## config.mk

```make
export PLATFORM = sky130hd
export DESIGN_NAME = sequence_loader
export DESIGN_NICKNAME = d
export VERILOG_FILES = /design/src/rtl/sequence_loader.sv
export SDC_FILE = /design/constraint.sdc
export NUM_CORES = 1
export LEC_CHECK = 0
export BUFFER_PORTS_ARGS = -buffer_cell sky130_fd_sc_hd__buf_2
export CAP_MARGIN = 10
export CORE_MARGIN = 2
export CORE_UTILIZATION = 40
export CTS_CLUSTER_SIZE = 25
export DETAILED_ROUTE_END_ITERATION = 10
export PLACE_DENSITY = 0.72
export SYNTH_ARGS = -nofsm -noshare
export SYNTH_HDL_FRONTEND = slang
export SYNTH_SLANG_ARGS = --single-unit
```

## constraint.sdc

```tcl
create_clock -name clk -period 3.6 [get_ports clk]
set_clock_uncertainty 0.05 [all_clocks]
set_input_delay 0.36 -clock clk [delete_from_list [all_inputs] [get_ports clk]]
set_output_delay 0.36 -clock clk [all_outputs]
set_load 0.01 [all_outputs]
```

## src/rtl/sequence_loader.sv

```systemverilog
// Write-side front end of the sequence buffer: streams host query/database word pairs
// into consecutive buffer registers and pulses load_done once a full pair of sequences is stored.
module sequence_loader #(
  parameter int unsigned SEQ_LENGTH    = 32,
  parameter int unsigned LETTER_WIDTH  = 2,
  parameter int unsigned INPUT_WIDTH   = 8,
  parameter int unsigned NUM_BUFF_REGS = SEQ_LENGTH * LETTER_WIDTH / INPUT_WIDTH,
  parameter int unsigned BUFF_CNT_W    = $clog2(NUM_BUFF_REGS)
) (
  input  logic                   clk,
  input  logic                   rst_n,
  input  logic                   start,
  input  logic                   abort,
  input  logic                   in_valid,
  output logic                   in_ready,
  input  logic [INPUT_WIDTH-1:0] query_in,
  input  logic [INPUT_WIDTH-1:0] database_in,
  output logic                   wr_en_buff,
  output logic [BUFF_CNT_W-1:0]  count,
  output logic [INPUT_WIDTH-1:0] query_seq_in,
  output logic [INPUT_WIDTH-1:0] database_seq_in,
  output logic                   busy,
  output logic                   load_done
);

  localparam logic [BUFF_CNT_W-1:0] LAST_IDX = BUFF_CNT_W'(NUM_BUFF_REGS - 1);

  typedef enum logic [1:0] {
    IDLE  = 2'd0,
    LOAD  = 2'd1,
    FLUSH = 2'd2,
    DONE  = 2'd3
  } state_e;

  state_e                 state_q, state_d;
  logic [BUFF_CNT_W-1:0]  idx_q, idx_d;
  logic                   wr_en_q, wr_en_d;
  logic [BUFF_CNT_W-1:0]  count_q, count_d;
  logic [INPUT_WIDTH-1:0] qry_q, qry_d;
  logic [INPUT_WIDTH-1:0] db_q, db_d;
  logic                   busy_q, busy_d;
  logic                   done_q, done_d;
  logic                   accept;

  // Ready is combinational so an abort blocks acceptance on the same edge.
  assign in_ready = (state_q == LOAD) && !abort;
  assign accept   = in_valid && in_ready;

  // Next-state and registered-output logic.
  always_comb begin
    state_d = state_q;
    idx_d   = idx_q;
    wr_en_d = 1'b0;
    count_d = count_q;
    qry_d   = qry_q;
    db_d    = db_q;
    unique case (state_q)
      IDLE: begin
        if (start) begin
          state_d = LOAD;
          idx_d   = '0;
        end
      end
      LOAD: begin
        if (abort) begin
          state_d = IDLE;
        end else if (accept) begin
          qry_d   = query_in;
          db_d    = database_in;
          count_d = idx_q;
          wr_en_d = 1'b1;
          idx_d   = idx_q + BUFF_CNT_W'(1);
          if (idx_q == LAST_IDX) state_d = FLUSH;
        end
      end
      FLUSH:   state_d = DONE;
      DONE:    state_d = IDLE;
      default: state_d = IDLE;
    endcase
    busy_d = (state_d == LOAD) || (state_d == FLUSH);
    done_d = (state_d == DONE);
  end

  // State and output registers.
  always_ff @(posedge clk or negedge rst_n) begin
    if (!rst_n) begin
      state_q <= IDLE;
      idx_q   <= '0;
      wr_en_q <= 1'b0;
      count_q <= '0;
      qry_q   <= '0;
      db_q    <= '0;
      busy_q  <= 1'b0;
      done_q  <= 1'b0;
    end else begin
      state_q <= state_d;
      idx_q   <= idx_d;
      wr_en_q <= wr_en_d;
      count_q <= count_d;
      qry_q   <= qry_d;
      db_q    <= db_d;
      busy_q  <= busy_d;
      done_q  <= done_d;
    end
  end

  assign wr_en_buff      = wr_en_q;
  assign count           = count_q;
  assign query_seq_in    = qry_q;
  assign database_seq_in = db_q;
  assign busy            = busy_q;
  assign load_done       = done_q;

endmodule

```

### Word level (Yosys, flattened, before mapping)

Cells that the tools add are included.

| cells by class | value |
|---|---|
| magnitude comparators | 0 |
| reduce and logical (&&, ||, !) cells | 8 |
| multiplexer cells | 12 |
| divide/modulo/power cells | 0 |
| equality and inequality tests | 10 |
| bitwise operators | 1 |
| shift operators | 0 |
| $add $sub $neg | 1 |
| multiply operators | 0 |

Operators with widths:

| kind | number |
|---|---|
| 2-to-1 mux 3 bit | 3 |
| == test 2 bit, second input constant | 4 |
| 2-to-1 mux 2 bit | 4 |
| one-hot mux 2 bit (4 select lines) | 1 |
| inequality test 2 bit, second input constant | 3 |
| one-hot mux 3 bit (2 select lines) | 1 |
| == test 2 x 1 -> 1 bit, second input constant | 2 |
| AND reduction 4 bit | 1 |
| adder 3 x 1 -> 3 bit, second input constant | 1 |
| == test 3 bit, second input constant | 1 |
| 2-to-1 mux 1 bit | 3 |
| AND reduction 3 bit | 1 |
| logical AND 1 bit | 2 |
| logical NOT 2 bit | 1 |
| nonzero test 2 bit | 1 |
| logical NOT 1 bit | 1 |
| logical OR 1 bit | 1 |
| inverter 1 bit | 1 |

| word-level totals | value |
|---|---|
| RAM bits | 0 |
| bits in latches | 0 |
| register bits after elaboration | 27 |
| ROM bits | 0 |
| input port bits | 21 |
| word-level logic and storage cells | 40 |
| memories | 0 |
| output and inout bits | 23 |

### Depth between registers and ports, before layout

Gate-level depths: netlist of run 1.

| logic depth | value |
|---|---|
| word-level depth | 8 |
| depth in mapped cells | 6 |
| depth with buffers taken out | 5 |

### Worst setup path after synthesis of run 1

OpenSTA, ideal clock, no wires.

| timing | value |
|---|---|
| path type | flip-flop to flip-flop |
| start point | reg idx_q[0] |
| end point | reg busy_q, in the netlist busy |
| period minus slack after synthesis | 1.615 ns |
| stages on the path, launching flop included | 6 |
| data arrival time | 1.439 ns |
| path buffers | 0 |
| slack | 1.985 ns |
| library setup time | 0.126 ns |
| required time | 3.424 ns |
| cells stage by stage | dfrtp_1 > ha_1 > ha_1 > a211o_1 > a21oi_1 > ha_1 |

| between the ends | value |
|---|---|
| cells in the longest elaborated chain, start to end | 7 |
| elaborated cells between the ends (all ways) | 8 |
| those cells by class | eq/ne (3); mux (4); reduce/logical (1) |

RTL lines:

| item | line | source |
|---|---|---|
| from (decl) | 36 | `logic [BUFF_CNT_W-1:0] idx_q, idx_d;` |
| from (signal assigned) | 97 | `idx_q <= idx_d;` |
| == test 3 bit * | 73 | `if (idx_q == LAST_IDX) state_d = FLUSH;` |
| 2-to-1 mux 2 bit * | 73 |  |
| 2-to-1 mux 2 bit * | 67 | `end else if (accept) begin` |
| 2-to-1 mux 2 bit * | 65 | `if (abort) begin` |
| one-hot mux 2 bit (4 select lines) * | 57 | `unique case (state_q)` |
| named net state_d[0] | 35 | `state_e state_q, state_d;` |
| == test 2 x 1 -> 1 bit / == test 2 bit (equally long branches) | 80 | `busy_d = (state_d == LOAD) \|\| (state_d == FLUSH);` |
| logical OR 1 bit * | 80 |  |
| named net busy_d | 41 | `logic busy_q, busy_d;` |
| to (signal assigned) | 102 | `busy_q <= busy_d;` |
| to (decl) | 41 |  |

The timed path passes the listed nets; every way through them passes the cells marked *.
A chain may end at the register's enable or synchronous reset.

### Final worst setup path of run 1

Ends and elaborated chain as after synthesis.

==> impl_metrics.prom, run 1 <==
# TYPE chip_impl_metric gauge
chip_impl_info{name="status",value="finished clean"} 1
chip_impl_info{name="grt_setup_unrepaired",value="false"} 1
chip_impl_metric{name="cts.repair.resized",unit=""} 0
chip_impl_metric{name="drive_gt1_share",unit="%"} 60.71
chip_impl_metric{name="cts_inserted_buffers",unit=""} 3
chip_impl_info{name="crit_path_end_kind",value="register"} 1
chip_impl_metric{name="ff2ff_setup_slack",unit="ns"} 1.86
chip_impl_metric{name="gr_usage_total",unit="%"} 12.78
chip_impl_metric{name="drtAntennaViolNets",unit=""} 0
chip_impl_metric{name="worst_slew_pin_slew",unit="ns"} 0.5975
chip_impl_metric{name="setup_ws",unit="ns"} 1.855
chip_impl_metric{name="clock_path_buffers",unit=""} 2
chip_impl_metric{name="finalWorstPathRequiredPeriod",unit="ns"} 1.745
chip_impl_info{name="timing.critical_path.from_type",value="register"} 1
chip_impl_metric{name="synth.mux.area_fraction",unit="%"} 25.14
chip_impl_metric{name="totalNegativeSetupSlack",unit="ns"} 0
chip_impl_metric{name="slew_headroom",unit="%"} 60.17
chip_impl_metric{name="floorplan.io_pins",unit=""} 44
chip_impl_metric{name="setup_viol_count_final",unit=""} 0
chip_impl_metric{name="dieHeight",unit="µm"} 56.91
chip_impl_metric{name="grt_max_degree",unit=""} 28
chip_impl_metric{name="grt_pass1_vias",unit=""} 701
chip_impl_metric{name="post_drt_wl_per_cell",unit="µm"} 13.39
chip_impl_metric{name="mappedNetlistArea",unit="µm²"} 1120
chip_impl_metric{name="final.period_utilization",unit="%"} 48.47
chip_impl_metric{name="post_synth_and_or_nand_nor_area_fraction",unit="%"} 2.905
chip_impl_metric{name="n_fill_cell",unit=""} 243
chip_impl_metric{name="residual_overflow_from_global_routing",unit=""} 0
chip_impl_info{name="timing.critical_path.cells",value="ha_1 -> ha_1 -> a211o_1 -> a21oi_1 -> ha_1"} 1
chip_impl_info{name="critical_path.reg2reg.endpoint",value="busy$_DFF_PN0_"} 1
chip_impl_metric{name="initial_core_util",unit="%"} 41.32
chip_impl_metric{name="place.detailed.hpwl",unit="mm"} 1.275
chip_impl_info{name="startpoint",value="idx_q[0]$_DFFE_PN0P_"} 1
chip_impl_metric{name="post_synth_inst_count",unit=""} 66
chip_impl_metric{name="cts.reportedPaths.clkPinSlew",unit="ns"} 0.15
chip_impl_metric{name="h-tree-depth",unit=""} 1
chip_impl_info{name="crit_slowest_cell",value="dfrtp_1"} 1
chip_impl_metric{name="ys.warnings.count",unit=""} 0
chip_impl_metric{name="num-nets-final",unit=""} 137
chip_impl_metric{name="core-area",unit="µm²"} 2710
chip_impl_metric{name="globalplace.congestion",unit=""} 0.7222
chip_impl_metric{name="synth.ff_latch_count",unit=""} 27
chip_impl_info{name="crit_family",value="adder cells"} 1
chip_impl_metric{name="area_fraction_in_compound_gates_after_synthesis",unit="%"} 4.134
chip_impl_metric{name="placement.setup.worst_slack",unit="ns"} 1.882
chip_impl_metric{name="wirelength",unit="mm"} 1.915
chip_impl_metric{name="critical_path_rt",unit="ns"} 3.77
chip_impl_metric{name="antenna_found_initial",unit=""} 0
chip_impl_info{name="clock_tree.root_cell",value="clkbuf_4"} 1
chip_impl_metric{name="drt_pre_antenna_iters",unit=""} 4
chip_impl_metric{name="global_route_wire_length_before_repair",unit="mm"} 3.208
chip_impl_metric{name="unique_cell_type_count_in_the_yosys_netlist",unit=""} 16
chip_impl_metric{name="cp_num_cells",unit=""} 5
chip_impl_info{name="tritoncts",value="done"} 1
chip_impl_metric{name="drt_drc",unit=""} 0
chip_impl_metric{name="post-route-util",unit="%"} 50.78
chip_impl_metric{name="clock.fmax",unit="MHz"} 573.1
chip_impl_metric{name="r2r_cells",unit=""} 5
chip_impl_info{name="worst_hold_path_type",value="in2reg"} 1
chip_impl_metric{name="p_per_area",unit="nW/µm²"} 567.9
chip_impl_metric{name="finalHoldViolCount",unit=""} 0
chip_impl_metric{name="average_instance_area_after_synthesis",unit="µm²"} 16.97
chip_impl_metric{name="routed-via-count",unit=""} 697
chip_impl_info{name="combinational_family_with_the_most_area_after_synthesis",value="multiplexers"} 1
chip_impl_metric{name="critical_path_buf_inv_count",unit=""} 0
chip_impl_info{name="crit_path_end",value="busy$_DFF_PN0_"} 1
chip_impl_metric{name="die_area",unit="µm²"} 3239
chip_impl_metric{name="postSynthNetCount",unit=""} 90
chip_impl_metric{name="leakagePower",unit="nW"} 0.7262
chip_impl_metric{name="vdd_drop_max",unit="mV"} 0.2602
chip_impl_info{name="reg2reg_from",value="idx_q[0]$_DFFE_PN0P_"} 1
chip_impl_metric{name="clock-sinks",unit=""} 27
chip_impl_metric{name="synth-adder-area-share",unit="%"} 3.352
chip_impl_metric{name="max_cap_viol_count",unit=""} 0
chip_impl_metric{name="num_antenna_cells",unit=""} 0
chip_impl_metric{name="post_synth_xor_area_fraction",unit="%"} 0
chip_impl_metric{name="drt_first_iter_violations",unit=""} 19
chip_impl_metric{name="critical_path_max_stage_delay",unit="ns"} 0.43
chip_impl_info{name="worstSetupPathType",value="reg2reg"} 1
chip_impl_metric{name="cp_max_fo",unit=""} 3
chip_impl_metric{name="route.detailed.vias_per_inst",unit=""} 4.874
chip_impl_metric{name="synth.yosys.seq_area_share",unit="%"} 60.34
chip_impl_info{name="crit_top_cell",value="ha_1"} 1
chip_impl_metric{name="clk-insertion-delay-late",unit="ns"} 0.32
chip_impl_metric{name="layout-area-overhead-vs-synth",unit="%"} 22.91
chip_impl_metric{name="floorplan.die.width",unit="µm"} 56.91
chip_impl_metric{name="place.port_buffers",unit=""} 43
chip_impl_metric{name="critical_path_arrival",unit="ns"} 1.91
chip_impl_metric{name="slew_violations",unit=""} 0
chip_impl_metric{name="fp-row-count",unit=""} 19
==> registers in the layout (all words and copies together) (netlist names) <==
name / flops
query_seq_in: 8
busy: 1
database_seq_in: 8
wr_en_buff: 1
count: 3
idx_q: 3
load_done: 1
state_q: 2
==> final cells by class <==
type                       count  area [µm²]  share of cell area [%]
sequential                    27       675.6                   49.09
multi-input combinational     35       397.9                   28.91
timing repair buffer          45       232.7                   16.91
tap                           31       38.79                   2.818
clock buffer                   3       22.52                   1.636
clock inverter                 1       5.005                  0.3636
inverter                       1       3.754                  0.2727
==> routing by layer <==
layer	wire [µm]	GRT usage, %	vias to the layer above
li1	-	-	325
met1	936	18.25	335
met2	783	18.23	33
met3	153	2.995	4
met4	41	6.312	0
met5	0	0	-
==> worst min path at each step <==
stage                               from                              to  slack, ns  depth (start not counted)
after global routing      database_in[2]  database_seq_in[2]$_DFFE_PN0P_       0.19                          2
after detailed placement           rst_n  database_seq_in[1]$_DFFE_PN0P_       0.36                          1
final                     database_in[6]  database_seq_in[6]$_DFFE_PN0P_       0.20                          2
after floorplan                    rst_n                  busy$_DFF_PN0_       0.01                          0
after global placement             rst_n  database_seq_in[0]$_DFFE_PN0P_       0.34                          1
after CTS                 database_in[6]  database_seq_in[6]$_DFFE_PN0P_       0.20                          2
==> kinds of logic (layout without fill, tap and decap cells) <==
logic type | after synthesis | after routing
fa+ha+maj | 3 | 3
flops | 27 | 27
simple gates | 5 | 5
buf+inv | 4 | 50
mux | 20 | 20
compound gates | 7 | 7
==> per-stage QoR <==
stage	hold slack, ns	power, mW	instance area [µm²]	instances
after global routing	0.1894	0.8313	1376	143
after detailed placement	0.3620	0.6603	1339	138
final	0.2047	0.7817	1376	143
after CTS	0.1972	0.7926	1376	143
after global placement	0.3364	0.6527	1339	138
after floorplan	0.01441	0.5671	1120	66
==> synthesized netlist by cell type <==
cell type	count	area [µm²]
ha_1	3	37.54
mux2_2	5	56.30
mux2_4	15	225.2
nand2_1	1	3.750
buf_12	1	20.02
nor3b_1	1	7.510
nor3_1	1	5.000
a211o_1	1	8.760
buf_6	2	22.52
dfrtp_1	27	675.7
and4bb_1	1	12.51
nor2_1	1	3.750
a22o_1	2	17.52
a21oi_1	2	10.01
o21ai_0	2	10.01
inv_1	1	3.750
==> report_power, final <==
group          internal [mW]  switching, mW
registers              0.375         0.0404
clock network         0.0415         0.0872
logic                  0.141         0.0971
total                  0.557          0.225
==> cells in the final DEF (no fill, tap or decap) <==
master         instances
a211o_1                1
a21oi_1                2
a22o_1                 2
and4bb_1               1
buf_2                 43
buf_4                  1
clkbuf_4               3
clkinv_2               1
dfrtp_1               27
dlygate4sd3_1          1
ha_1                   3
inv_1                  1
mux2_2                 5
mux2_4                15
nand2_1                1
nor2_1                 1
nor3_1                 1
nor3b_1                1
o21ai_0                2
==> timing repair <==
action | 4_1_cts | 5_1_grt
buffers inserted | 0 | 0
hold buffers | 1 | 0
endpoints found under the hold margin | 15 | 0
Power figures use the tool's default switching activity.
==> inputs of run 2 (changes only) <==
PLACE_DENSITY = 0.74   (was 0.72)
clock period = 1.52 ns   (was 3.6 ns; I/O delays follow)
==> run 2 against run 1 <==
  * The flow now finishes with violations (setup timing)
  * First-iteration DRC count rose by 5.3%
  * Final area increased by 17%
  * Setup slack got worse by 1.9 ns
  * Critical path type unchanged
  * Largest cell class unchanged
==> impl_metrics.prom, run 2 (same netlist as run 1, synthesis figures left out) <==
# TYPE chip_impl_metric gauge
chip_impl_info{name="timing.critical_path.cells",value="ha_2 -> ha_4 -> a211o_1 -> a21oi_2 -> ha_1"} 1
chip_impl_info{name="violations_in_the_final_reports",value="setup timing"} 1
chip_impl_metric{name="setup_viol_count_final",unit=""} 1
chip_impl_metric{name="internal_power_of_the_cells",unit="mW"} 1.383
chip_impl_metric{name="drt_first_iter_violations",unit=""} 20
chip_impl_metric{name="critical_path_rt",unit="ns"} 1.70
chip_impl_metric{name="critical_path_max_stage_delay",unit="ns"} 0.41
chip_impl_info{name="crit_slowest_cell",value="dfrtp_1"} 1
chip_impl_metric{name="routed-via-count",unit=""} 785
chip_impl_info{name="timing.critical_path.from_type",value="register"} 1
chip_impl_metric{name="floorplan.io_pins",unit=""} 44
chip_impl_metric{name="vdd_drop_max",unit="mV"} 0.8060
chip_impl_metric{name="finish.cell_count_without_fillers",unit=""} 165
chip_impl_metric{name="initial_core_util",unit="%"} 41.32
chip_impl_metric{name="layout-area-overhead-vs-synth",unit="%"} 44.02
chip_impl_metric{name="drt_drc",unit=""} 0
chip_impl_metric{name="cp_max_fo",unit=""} 2
chip_impl_metric{name="part_of_the_total_power_dissipated_in_combinational_logic",unit="%"} 33.7
chip_impl_metric{name="n_fill_cell",unit=""} 223
chip_impl_info{name="worst_hold_path_type",value="in2reg"} 1
chip_impl_metric{name="leakagePower",unit="nW"} 0.8221
chip_impl_metric{name="p_per_area",unit="nW/µm²"} 1206
chip_impl_metric{name="drtAntennaViolNets",unit=""} 0
chip_impl_metric{name="global_route_wire_length_before_repair",unit="mm"} 3.677
chip_impl_metric{name="route.detailed.vias_per_inst",unit=""} 4.758
chip_impl_metric{name="final_design_area_no_fill",unit="µm²"} 1613
chip_impl_metric{name="setup_ws",unit="ns"} -0.05810
chip_impl_metric{name="num_antenna_cells",unit=""} 0
chip_impl_info{name="worstSetupPathType",value="reg2reg"} 1
chip_impl_metric{name="clock_path_buffers",unit=""} 2
chip_impl_metric{name="place.detailed.hpwl",unit="mm"} 1.461
chip_impl_metric{name="num-nets-final",unit=""} 159
chip_impl_metric{name="clock-sinks",unit=""} 27
chip_impl_info{name="grt_setup_unrepaired",value="true"} 1
chip_impl_info{name="layout_common_cells",value="buf_2, dfrtp_1, dlygate4sd3_1"} 1
chip_impl_info{name="clock_tree.root_cell",value="clkbuf_4"} 1
chip_impl_info{name="crit_path_end_kind",value="register"} 1
chip_impl_metric{name="globalplace.congestion",unit=""} 0.8437
chip_impl_metric{name="gr_util_met2",unit="%"} 25.78
chip_impl_metric{name="clock.fmax",unit="MHz"} 633.7
chip_impl_metric{name="multi_input_comb_area",unit="µm²"} 416.7
chip_impl_metric{name="wirelength",unit="mm"} 2.262
chip_impl_metric{name="grt_pass1_vias",unit=""} 846
chip_impl_metric{name="place.port_buffers",unit=""} 43
chip_impl_metric{name="p_switching",unit="mW"} 0.5626
chip_impl_metric{name="totalNegativeSetupSlack",unit="ns"} -0.05810
chip_impl_metric{name="place_area",unit="µm²"} 1398
chip_impl_metric{name="grt_max_degree",unit=""} 28
chip_impl_metric{name="groute.layer.met1.usage",unit="%"} 17.94
chip_impl_metric{name="slew_violations",unit=""} 0
chip_impl_metric{name="max_cap_viol_count",unit=""} 0
chip_impl_metric{name="drive_gt1_share",unit="%"} 57.46
chip_impl_metric{name="seq_power_share",unit="%"} 50.4
chip_impl_metric{name="post-route-util",unit="%"} 59.51
chip_impl_info{name="mostFrequentLayoutCell",value="buf_2"} 1
chip_impl_info{name="global_route.peak_usage_layer",value="met2"} 1
chip_impl_info{name="tritoncts",value="done"} 1
chip_impl_metric{name="antenna_found_initial",unit=""} 0
chip_impl_metric{name="cts.reportedPaths.clkPinSlew",unit="ns"} 0.14
chip_impl_metric{name="worst_slew_pin_slew",unit="ns"} 0.5946
chip_impl_metric{name="post_drt_wl_per_cell",unit="µm"} 13.71
chip_impl_metric{name="finalWorstPathRequiredPeriod",unit="ns"} 1.578
chip_impl_metric{name="floorplan.die.width",unit="µm"} 56.91
chip_impl_metric{name="gr_usage_total",unit="%"} 14.84
chip_impl_metric{name="residual_overflow_from_global_routing",unit=""} 0
chip_impl_metric{name="dp_cells",unit=""} 143
chip_impl_metric{name="clk-insertion-delay-late",unit="ns"} 0.33
chip_impl_metric{name="switching_part_of_the_total",unit="%"} 28.91
chip_impl_metric{name="power.clock.fraction",unit="%"} 15.9
chip_impl_metric{name="drt_pre_antenna_iters",unit=""} 3
chip_impl_metric{name="dieHeight",unit="µm"} 56.91
chip_impl_info{name="status",value="finished with violations"} 1
chip_impl_metric{name="area.sequential",unit="µm²"} 675.6
chip_impl_metric{name="final.period_utilization",unit="%"} 103.8
chip_impl_metric{name="fp-row-count",unit=""} 19
chip_impl_metric{name="min_delay_path_depth",unit=""} 3
chip_impl_metric{name="finalHoldViolCount",unit=""} 0
chip_impl_metric{name="critical_path_arrival",unit="ns"} 1.76
chip_impl_metric{name="h-tree-depth",unit=""} 1
chip_impl_metric{name="core-area",unit="µm²"} 2710
chip_impl_metric{name="die_area",unit="µm²"} 3239
chip_impl_metric{name="slew_headroom",unit="%"} 60.36
chip_impl_metric{name="grt_util_met3",unit="%"} 2.995
chip_impl_metric{name="cts_inserted_buffers",unit=""} 3
chip_impl_metric{name="r2r_cells",unit=""} 5
==> run 2: cell types whose count changed in the layout (fill, tap and decap cells not counted), sizes merged <==
cell and change:
dlygate4sd3 +16, buf +6
==> run 2: final cells by class <==
type,instances,area share [%]
clock buffer,3,1.396
clock inverter,1,0.3103
inverter,1,0.2327
multi-input combinational,35,25.83
sequential,27,41.89
tap,31,2.405
timing repair buffer,67,27.93
==> run 2: repair_timing <==
item | in CTS | in global routing
hold buffers | 17 | 0
setup buffers | 0 | 1
pin swaps | 0 | 3
hold endpoints to repair | 43 | 0
gates resized for setup | 1 | 0
endpoints found under the setup margin | 1 | 1
==> run 2: routing by layer <==
| metal | up-vias | part of all wire (%) |
|---|---|---|
| met1 | 374 | 42 |
| met2 | 39 | 49 |
| li1 | 369 | - |
| met3 | 3 | 7.5 |
| met5 | - | 0 |
| met4 | 0 | 1.5 |
==> run 2: worst paths after layout <==
check,startpoint,to,slack [ns]
setup / recovery,idx_q[1]$_DFFE_PN0P_,busy$_DFF_PN0_,-0.06
hold / removal,start,idx_q[1]$_DFFE_PN0P_,0.17
setup reg to reg,idx_q[1]$_DFFE_PN0P_,busy$_DFF_PN0_,-0.06
hold reg to reg,query_seq_in[4]$_DFFE_PN0P_,query_seq_in[4]$_DFFE_PN0P_,0.48
max in group asynchronous,rst_n,query_seq_in[2]$_DFFE_PN0P_,0.73
min in group asynchronous,rst_n,query_seq_in[6]$_DFFE_PN0P_,0.31
==> run 2: per-stage QoR <==
stage / power, mW / hold slack [ns] / worst slack, ns
2_1_floorplan: 1.348 / -0.1936 / 0.01370
3_3_place_gp: 1.585 / 0.1230 / 0.01529
3_5_place_dp: 1.607 / 0.1440 / -0.04622
4_1_cts: 1.970 / 0.04472 / -0.04552
5_1_grt: 2.070 / 0.1516 / -0.1093
6_report: 1.946 / 0.1654 / -0.05810
==> run 2: critical path: cells and delay by family (launching register included) <==
family	cells	cell delay (ns)
compound gates	2	0.42
fa+ha+maj	3	0.60
flops	1	0.41
==> run 2: power by group through the flow <==
stage,Sequential [mW],Clock [mW],Combinational [mW]
4_1_cts,0.981,0.333,0.656
6_report,0.981,0.310,0.655
2_1_floorplan,1.07,0,0.280
5_1_grt,1.01,0.360,0.703
3_5_place_dp,0.990,0,0.617
3_3_place_gp,0.980,0,0.605
==> inputs of run 3 (changes only) <==
CORE_UTILIZATION = 35   (was 40)
PLACE_DENSITY = 0.67   (was 0.74)
SKIP_LAST_GASP = 1   (was not set)
SLEW_MARGIN = 40   (was not set)
==> run 3 against run 2 <==
  * Total power is 0.13% lower
  * Sequential power is 1% lower
  * Sequential cell count stayed put
  * The flow still finishes with violations (setup timing)
  * Register-to-register slack better by 0.02 ns
  * Wire length is 2.1% lower
  * Critical path depth stayed put
  * Combinational power hardly changed
  * First-iteration DRC count stayed put
==> impl_metrics.prom, run 3 (same netlist as run 1, synthesis figures left out) <==
# TYPE chip_impl_metric gauge
chip_impl_info{name="status",value="finished with violations"} 1
chip_impl_info{name="violations_in_the_final_reports",value="setup timing"} 1
chip_impl_metric{name="place.port_buffers",unit=""} 43
chip_impl_metric{name="gr_usage_total",unit="%"} 12.18
chip_impl_metric{name="worst_slew_pin_slew",unit="ns"} 0.5920
chip_impl_metric{name="p_per_area",unit="nW/µm²"} 1195
chip_impl_metric{name="antenna_found_initial",unit=""} 0
chip_impl_metric{name="placement.setup.worst_slack",unit="ns"} -0.02380
chip_impl_metric{name="layout-area-overhead-vs-synth",unit="%"} 45.25
chip_impl_info{name="tritoncts",value="done"} 1
chip_impl_metric{name="cp_num_cells",unit=""} 5
chip_impl_metric{name="tightest_hold_margin",unit="ns"} 0.06897
chip_impl_metric{name="place.detailed.hpwl",unit="mm"} 1.512
chip_impl_metric{name="cts_inserted_buffers",unit=""} 3
chip_impl_metric{name="cp_max_fo",unit=""} 2
chip_impl_metric{name="seq_power_share",unit="%"} 50.0
chip_impl_metric{name="globalplace.congestion",unit=""} 0.6850
chip_impl_metric{name="cts.reportedPaths.clkPinSlew",unit="ns"} 0.15
chip_impl_metric{name="critical_path_max_stage_delay",unit="ns"} 0.42
chip_impl_metric{name="r2r_cells",unit=""} 5
chip_impl_info{name="mostFrequentLayoutCell",value="buf_2"} 1
chip_impl_metric{name="wirelength",unit="mm"} 2.214
chip_impl_metric{name="finish.cell_count_without_fillers",unit=""} 178
chip_impl_metric{name="critical_path_buf_inv_count",unit=""} 0
chip_impl_metric{name="drt_drc",unit=""} 0
chip_impl_metric{name="slew_headroom",unit="%"} 60.54
chip_impl_metric{name="critical_path_rt",unit="ns"} 1.71
chip_impl_metric{name="dieHeight",unit="µm"} 60.57
chip_impl_metric{name="drive_gt1_share",unit="%"} 58.96
chip_impl_info{name="layout_common_cells",value="buf_2, dfrtp_1, dlygate4sd3_1"} 1
chip_impl_metric{name="setup_ws",unit="ns"} -0.03551
chip_impl_metric{name="min_delay_path_depth",unit=""} 3
chip_impl_metric{name="global_route_wire_length_before_repair",unit="mm"} 3.312
chip_impl_metric{name="fp-row-count",unit=""} 20
chip_impl_info{name="timing.critical_path.from_type",value="register"} 1
chip_impl_metric{name="vdd_drop_max",unit="mV"} 0.5369
chip_impl_metric{name="floorplan.die.width",unit="µm"} 60.57
chip_impl_info{name="clock_tree.root_cell",value="clkbuf_4"} 1
chip_impl_info{name="crit_slowest_cell",value="dfrtp_1"} 1
chip_impl_metric{name="switching_part_of_the_total",unit="%"} 28.85
chip_impl_metric{name="clock_path_buffers",unit=""} 2
chip_impl_metric{name="num-nets-final",unit=""} 159
chip_impl_metric{name="floorplan.io_pins",unit=""} 44
chip_impl_metric{name="route.detailed.vias_per_inst",unit=""} 4.444
chip_impl_info{name="crit_path_end_kind",value="register"} 1
chip_impl_metric{name="drt_first_iter_violations",unit=""} 20
chip_impl_metric{name="finalHoldViolCount",unit=""} 0
chip_impl_metric{name="residual_overflow_from_global_routing",unit=""} 0
chip_impl_metric{name="clk-insertion-delay-late",unit="ns"} 0.33
chip_impl_metric{name="slew_violations",unit=""} 0
chip_impl_metric{name="final.period_utilization",unit="%"} 102.3
chip_impl_metric{name="num_antenna_cells",unit=""} 0
chip_impl_info{name="worst_hold_path_type",value="in2reg"} 1
chip_impl_metric{name="clock-sinks",unit=""} 27
chip_impl_metric{name="part_of_the_total_power_dissipated_in_combinational_logic",unit="%"} 33.6
chip_impl_metric{name="initial_core_util",unit="%"} 36.68
chip_impl_metric{name="critical_path_arrival",unit="ns"} 1.75
chip_impl_metric{name="dp_cells",unit=""} 157
chip_impl_info{name="crit_family",value="adder cells"} 1
chip_impl_metric{name="finalWorstPathRequiredPeriod",unit="ns"} 1.556
chip_impl_metric{name="drtAntennaViolNets",unit=""} 0
chip_impl_metric{name="post_drt_wl_per_cell",unit="µm"} 12.44
chip_impl_metric{name="grt_pass1_vias",unit=""} 791
chip_impl_metric{name="n_fill_cell",unit=""} 279
chip_impl_metric{name="max_cap_viol_count",unit=""} 0
chip_impl_metric{name="leakagePower",unit="nW"} 0.8187
chip_impl_metric{name="internal_power_of_the_cells",unit="mW"} 1.383
chip_impl_info{name="worstSetupPathType",value="reg2reg"} 1
chip_impl_metric{name="clock.fmax",unit="MHz"} 642.9
chip_impl_info{name="grt_setup_unrepaired",value="true"} 1
chip_impl_info{name="crit_top_cell",value="ha_2"} 1
chip_impl_metric{name="p_switching",unit="mW"} 0.5607
chip_impl_metric{name="die_area",unit="µm²"} 3668
chip_impl_metric{name="h-tree-depth",unit=""} 1
chip_impl_metric{name="grt_max_degree",unit=""} 28
chip_impl_metric{name="routed-via-count",unit=""} 791
chip_impl_metric{name="drt_pre_antenna_iters",unit=""} 4
chip_impl_metric{name="core-area",unit="µm²"} 3053
chip_impl_metric{name="power.clock.fraction",unit="%"} 16.4
chip_impl_info{name="timing.critical_path.cells",value="ha_2 -> ha_2 -> a211o_1 -> a21oi_2 -> ha_1"} 1
chip_impl_metric{name="setup_viol_count_final",unit=""} 1
## run 3: cell count changes in the layout (fill, tap and decap cells not counted), sizes merged
cell | before | now
clkinvlp | 0 | 1
clkinv | 1 | 0
## run 3: cell type report
cell class	instances	area (µm²)	share of cell area, %
clock buffers	3	22.52	1.385
clock inverters	1	7.507	0.4615
multi-input cells	35	411.6	25.31
flip-flops and latches	27	675.6	41.54
inverters	1	3.754	0.2308
repair buffers	67	450.4	27.69
well taps	44	55.05	3.385
## run 3: layer usage
metal | share of wire [%] | vias up | global-route usage, %
li1 | - | 367 | -
met1 | 43 | 387 | 12.89
met2 | 49 | 32 | 22.58
met3 | 7.0 | 5 | 4.264
met4 | 0.77 | 0 | 3.727
met5 | 0 | - | 0
## run 3: worst paths after layout
kind                                                 from                             end  slack (ns)
max                                  idx_q[0]$_DFFE_PN0P_                  busy$_DFF_PN0_       -0.04
min                                              in_valid            state_q[0]$_DFF_PN0_        0.07
max reg2reg                          idx_q[0]$_DFFE_PN0P_                  busy$_DFF_PN0_       -0.04
min reg2reg                database_seq_in[0]$_DFFE_PN0P_  database_seq_in[0]$_DFFE_PN0P_        0.47
max in group asynchronous                           rst_n     query_seq_in[0]$_DFFE_PN0P_        0.73
min in group asynchronous                           rst_n            idx_q[2]$_DFFE_PN0P_        0.29
## run 3: power by group through the flow
stage	clock network, mW	registers [mW]	logic [mW]
3_3_place_gp	0	0.980	0.607
6_report	0.318	0.971	0.654
4_1_cts	0.336	0.974	0.651
2_1_floorplan	0	1.07	0.280
3_5_place_dp	0	0.991	0.621
5_1_grt	0.364	0.993	0.705
## run 3: per-stage QoR
stage | util [%] | total power, mW | area (µm²) | TNS (ns)
2_1_floorplan | - | 1.348 | 1129 | 0
3_3_place_gp | 46.56 | 1.587 | 1421 | 0
3_5_place_dp | 46.56 | 1.612 | 1421 | -0.02380
4_1_cts | 51.48 | 1.961 | 1572 | -0.04471
5_1_grt | 53.28 | 2.062 | 1627 | -0.09849
6_report | 53.28 | 1.943 | 1627 | -0.03551
## run 3: timing repair
item | in CTS | in global routing
gates resized for setup | 0 | 2
pin swaps | 0 | 0
gates cloned | 0 | 0
hold buffers | 12 | 5
buffers inserted | 0 | 0
hold endpoints to repair | 38 | 5
setup endpoints to repair | 1 | 10
## run 3: worst register-to-register path: cells and delay by family (launching register included)
family          cells  cell delay [ns]
fa+ha+maj           3             0.59
flops               1             0.42
compound gates      2             0.40
